==> config.mk <==
export PLATFORM = sky130hd
export DESIGN_NAME = demux_stream_1xn
export DESIGN_NICKNAME = d
export VERILOG_FILES = /design/src/rtl/demux_pkg.sv /design/src/rtl/demux_chan_reg.sv /design/src/rtl/demux_stream_1xn.sv
export SDC_FILE = /design/constraint.sdc
export NUM_CORES = 1
export LEC_CHECK = 0
export CORE_UTILIZATION = 33
export DETAILED_ROUTE_END_ITERATION = 8
export PLACE_DENSITY = 0.61
export SYNTH_ARGS = -nofsm -noshare
export SYNTH_HDL_FRONTEND = slang
export SYNTH_SLANG_ARGS = --single-unit
==> constraint.sdc <==
create_clock -name clk -period 1.5 [get_ports clk]
set_input_delay 0.225 -clock clk [delete_from_list [all_inputs] [get_ports clk]]
set_output_delay 0.225 -clock clk [all_outputs]
set_load 0.02 [all_outputs]
==> src/rtl/demux_pkg.sv <==
// Shared definitions for the stream demultiplexer slice.
package demux_pkg;

    localparam int unsigned DROP_CNT_W = 8;

    // Select width for n channels; never below one bit.
    function automatic int unsigned sel_width(input int unsigned n);
        return (n <= 32'd2) ? 32'd1 : 32'($clog2(n));
    endfunction

endpackage

==> src/rtl/demux_chan_reg.sv <==
// One-entry valid/ready output register for a single demux channel.
module demux_chan_reg #(
    parameter int unsigned BITS = 4
) (
    input  logic            clk,
    input  logic            rst_n,
    input  logic            load,
    input  logic [BITS-1:0] load_data,
    input  logic            out_ready,
    output logic            out_valid,
    output logic [BITS-1:0] out_data,
    output logic            free
);

    logic            valid_q, valid_d;
    logic [BITS-1:0] data_q, data_d;

    always_comb begin
        valid_d = valid_q;
        data_d  = data_q;
        if (load) begin
            // A load in a draining cycle simply replaces the word and keeps valid high.
            valid_d = 1'b1;
            data_d  = load_data;
        end else if (out_ready) begin
            valid_d = 1'b0;
        end
    end

    always_ff @(posedge clk or negedge rst_n) begin
        if (!rst_n) begin
            valid_q <= 1'b0;
            data_q  <= '0;
        end else begin
            valid_q <= valid_d;
            data_q  <= data_d;
        end
    end

    assign free      = ~valid_q | out_ready;
    assign out_valid = valid_q;
    assign out_data  = data_q;

endmodule

==> src/rtl/demux_stream_1xn.sv <==
// Registered 1-to-N stream demux with broadcast, per-channel back-pressure and
// a saturating count of words dropped for out-of-range selects.
module demux_stream_1xn
    import demux_pkg::*;
#(
    parameter int unsigned BITS     = 4,
    parameter int unsigned CHANNELS = 4,
    parameter int unsigned SEL_W    = sel_width(CHANNELS)
) (
    input  logic                   clk,
    input  logic                   rst_n,
    input  logic [BITS-1:0]        in_data,
    input  logic [SEL_W-1:0]       in_sel,
    input  logic                   in_bcast,
    input  logic                   in_valid,
    output logic                   in_ready,
    output logic [CHANNELS*BITS-1:0] out_data,
    output logic [CHANNELS-1:0]    out_valid,
    input  logic [CHANNELS-1:0]    out_ready,
    output logic [DROP_CNT_W-1:0]  drop_cnt
);

    logic [CHANNELS-1:0]   sel_hit;
    logic [CHANNELS-1:0]   free;
    logic [CHANNELS-1:0]   load;
    logic                  in_range;
    logic                  accept;
    logic                  drop;
    logic [DROP_CNT_W-1:0] drop_cnt_q, drop_cnt_d;

    for (genvar k = 0; k < CHANNELS; k++) begin : g_chan
        assign sel_hit[k] = (in_sel == SEL_W'(k));

        demux_chan_reg #(
            .BITS(BITS)
        ) u_chan (
            .clk      (clk),
            .rst_n    (rst_n),
            .load     (load[k]),
            .load_data(in_data),
            .out_ready(out_ready[k]),
            .out_valid(out_valid[k]),
            .out_data (out_data[k*BITS +: BITS]),
            .free     (free[k])
        );
    end

    // An empty one-hot means the select points past the last channel.
    assign in_range = |sel_hit;

    always_comb begin
        if (in_bcast) begin
            in_ready = &free;
        end else if (in_range) begin
            in_ready = |(sel_hit & free);
        end else begin
            in_ready = 1'b1;
        end
    end

    assign accept = in_valid & in_ready;
    assign load   = {CHANNELS{accept}} & ({CHANNELS{in_bcast}} | sel_hit);
    assign drop   = accept & ~in_bcast & ~in_range;

    always_comb begin
        drop_cnt_d = drop_cnt_q;
        if (drop && (drop_cnt_q != '1)) begin
            drop_cnt_d = drop_cnt_q + 1'b1;
        end
    end

    always_ff @(posedge clk or negedge rst_n) begin
        if (!rst_n) begin
            drop_cnt_q <= '0;
        end else begin
            drop_cnt_q <= drop_cnt_d;
        end
    end

    assign drop_cnt = drop_cnt_q;

endmodule

==> impl_metrics.tcl <==
set metrics [dict create \
    status "finished with violations" \
    violations "negative setup slack" \
    end_kind "output pin" \
    fin_crit_ns 1.56 \
    fill_cells 318 \
    worst_pin_slew_ns 0.354 \
    clk_latency_ns 0.31 \
    synth_adder_area_share 0 \
    synth_xor_area_frac 0 \
    rsz0062_at_grt "true" \
    synth_cell_types 24 \
    synthCells 96 \
    final.period_utilization 1.04 \
    gr-total-overflow 0 \
    final.setup.worst_slack_ns -0.0624 \
    portBuffers 42 \
    cts-root-buf "clkbuf_4" \
    routedWlPerCell_um 14.7 \
    ff2ff_setup_slack_ns -0.03 \
    wl_um 2860 \
    cp.arrival_ns 1.34 \
    die_w_um 62.0 \
    min_path_type "in2async" \
    firstDrtPassIters 4 \
    clk_path_buf_depth 2 \
    synth_mux_area_frac 0.135 \
    place_hpwl_um 1990 \
    leakagePower_nw 0.946 \
    synth_compound_area_frac 0.0823 \
    holdWs_ns 0.271 \
    ys_seq_area_frac 0.591 \
    ant_nets 0 \
    n_antenna_cell 0 \
    synth_nets 110 \
    die_h_um 62.0 \
    vias 901 \
    final_nets 165 \
    vias_per_cell 4.62 \
    critPathMaxStageDelay_ns 0.45 \
    fin_skew_ns 0.00121 \
    grt_max_degree 29 \
    pin_count 43 \
    critPathKind "in2out" \
    startpoint_type "primary input" \
    mappedNetlistArea_um2 1190 \
    cts_buffers 3 \
    rows 21 \
    worst_path_max_delay_cell "clkdlybuf4s50_1" \
    critPathRequiredTime_ns 1.27 \
    grt_pass1_wl_um 4150 \
    antenna_found_initial 0 \
    final_max_slew_viol_count 0 \
    hold_buffers 0 \
    area_growth_pct 55.4 \
    fmax_mhz 640 \
    final_core_util 0.544 \
    synth_top_family_by_area "multiplexers" \
    track_usage 0.150 \
    final-hold-violation-count 0 \
    cts_tree "done" \
    gp_congestion 0.828 \
    seq_area_um2 701 \
    ir_drop_uv 531 \
    dieArea_um2 3840 \
    ys_ff_latch 28 \
    drive_above_1_share 0.322 \
    coreArea_um2 3390 \
    timing.max_cap.violations 0 \
    setup_viol_count_final 6 \
    clk_pin_slew_ns 0.13 \
    syn_area_per_cell_um2 12.4 \
    drc 0 \
    clkSinkCount 28 \
    power_density_nw_per_um2 1190 \
    relSlewSlack 0.764 \
    crit_chain "clkdlybuf4s50_1, nand2b_1, mux2i_1, o21ai_1, o2bb2ai_1, buf_4" \
    synthSimpleGateAreaFrac 0.126 \
    setup_tns_ns -0.182 \
    yosys_warnings 0 \
    drt_iter0_drc 11 \
    multi_input_area_um2 490 \
    htreeDepth 1 \
    initial_core_util 0.350 \
    grt_pass1_vias 895 \
    path_max_fanout 3 \
]
-- critical path, delay by kind of cell --
| family | cells | cell delay [ns] |
|---|---|---|
| muxes | 1 | 0.10 |
| and+or+nand+nor | 1 | 0.18 |
| AOI/OAI and AO/OA | 2 | 0.24 |
| buffers and inverters | 2 | 0.60 |
-- sequential cells by signal, indices dropped and copies added (netlist names) --
| signal | count |
|---|---|
| g_chan.u_chan.out_data | 16 |
| g_chan.u_chan.out_valid | 4 |
| drop_cnt | 8 |
-- final timing paths --
check                                                        from                                  endpoint  cells past startpoint
max in group asynchronous                                   rst_n  g_chan[0].u_chan.out_data[0]$_DFFE_PN0P_                      2
min                                                         rst_n                   drop_cnt[3]$_DFFE_PN0P_                      2
min in group clk                          drop_cnt[1]$_DFFE_PN0P_                   drop_cnt[1]$_DFFE_PN0P_                      0
max reg2reg                g_chan[1].u_chan.out_valid$_DFFE_PN0P_  g_chan[2].u_chan.out_data[2]$_DFFE_PN0P_                      5
max                                                  out_ready[1]                                  in_ready                      6
min reg2reg                               drop_cnt[1]$_DFFE_PN0P_                   drop_cnt[1]$_DFFE_PN0P_                      0
-- cells by family (layout without fill, tap and decap cells) --
logic type	Yosys count	after routing
flip-flops	28	28
AND/OR/NAND/NOR	28	28
buffers and inverters	16	69
multiplexers	13	13
AO/OA/AOI/OAI	11	11
-- placed cells by master, fill, tap and decap left out, types with 2 or more instances in the layout --
cell type | Yosys | layout
nand2_1 | 11 | 11
nand2b_4 | 0 | 2
o22ai_1 | 4 | 4
inv_1 | 3 | 3
dlygate4sd2_1 | 0 | 29
dfrtp_1 | 28 | 28
clkdlybuf4s50_1 | 0 | 11
mux2_4 | 4 | 12
clkbuf_4 | 0 | 3
buf_6 | 0 | 5
nand2b_1 | 6 | 4
buf_4 | 5 | 17
nand3_1 | 5 | 4
-- power by group --
part           internal, mW  leakage (nW)  switching, mW
clock                0.0938        0.0138          0.194
sequential            0.907         0.353         0.0842
combinational         0.462         0.580          0.457
total                  1.46         0.946          0.736
-- metrics by stage --
| step | cells | worst slack [ns] | instance area (um2) | total power [mW] |
|---|---|---|---|---|
| after floorplan | 96 | 0.0596 | 1190 | 1.46 |
| after global placement | 186 | -0.518 | 1710 | 1.90 |
| after detailed placement | 186 | -0.541 | 1710 | 1.92 |
| after CTS | 191 | -0.110 | 1770 | 2.18 |
| after global routing | 195 | -0.137 | 1840 | 2.33 |
| final | 195 | -0.0624 | 1840 | 2.20 |
-- metal layers --
layer  GRT usage  part of all wire
met4      0.0476            0.0024
met5           0                 0
met1       0.188              0.41
met2       0.249              0.52
met3      0.0455             0.073
-- cell usage after synthesis --
master / number / share of area
dfrtp_1: 28 / 0.59
nand2_1: 11 / 0.035
clkbuf_1: 8 / 0.025
nand2b_1: 6 / 0.032
buf_4: 5 / 0.032
nand3_1: 5 / 0.021
mux2_1: 4 / 0.038
mux2_2: 4 / 0.038
mux2_4: 4 / 0.051
o22ai_1: 4 / 0.021
inv_1: 3 / 0.0095
o21ai_0: 2 / 0.0084
a2bb2oi_1: 1 / 0.0074
a41oi_2: 1 / 0.014
and3b_1: 1 / 0.0074
mux2i_1: 1 / 0.0084
nand4_2: 1 / 0.011
nor2_1: 1 / 0.0032
nor2_2: 1 / 0.0053
nor2b_1: 1 / 0.0053
nor3b_1: 1 / 0.0063
o21ai_2: 1 / 0.0074
o22ai_4: 1 / 0.017
o2bb2ai_1: 1 / 0.0074
-- final cells by class --
class / instances / area share
Clock buffer: 3 / 0.0122
Timing Repair Buffer: 63 / 0.304
Sequential cell: 28 / 0.380
Tap cell: 46 / 0.0312
Inverter: 3 / 0.00611
Multi-Input combinational cell: 52 / 0.266
-- what timing repair did --
item / CTS / global route
endpoints found under the setup margin: 45 / 13
pin swaps: 2 / 5
endpoints found under the hold margin: 0 / 0
resized for setup: 48 / 10
buffers inserted: 2 / 4
Power figures use the tool's default switching activity.
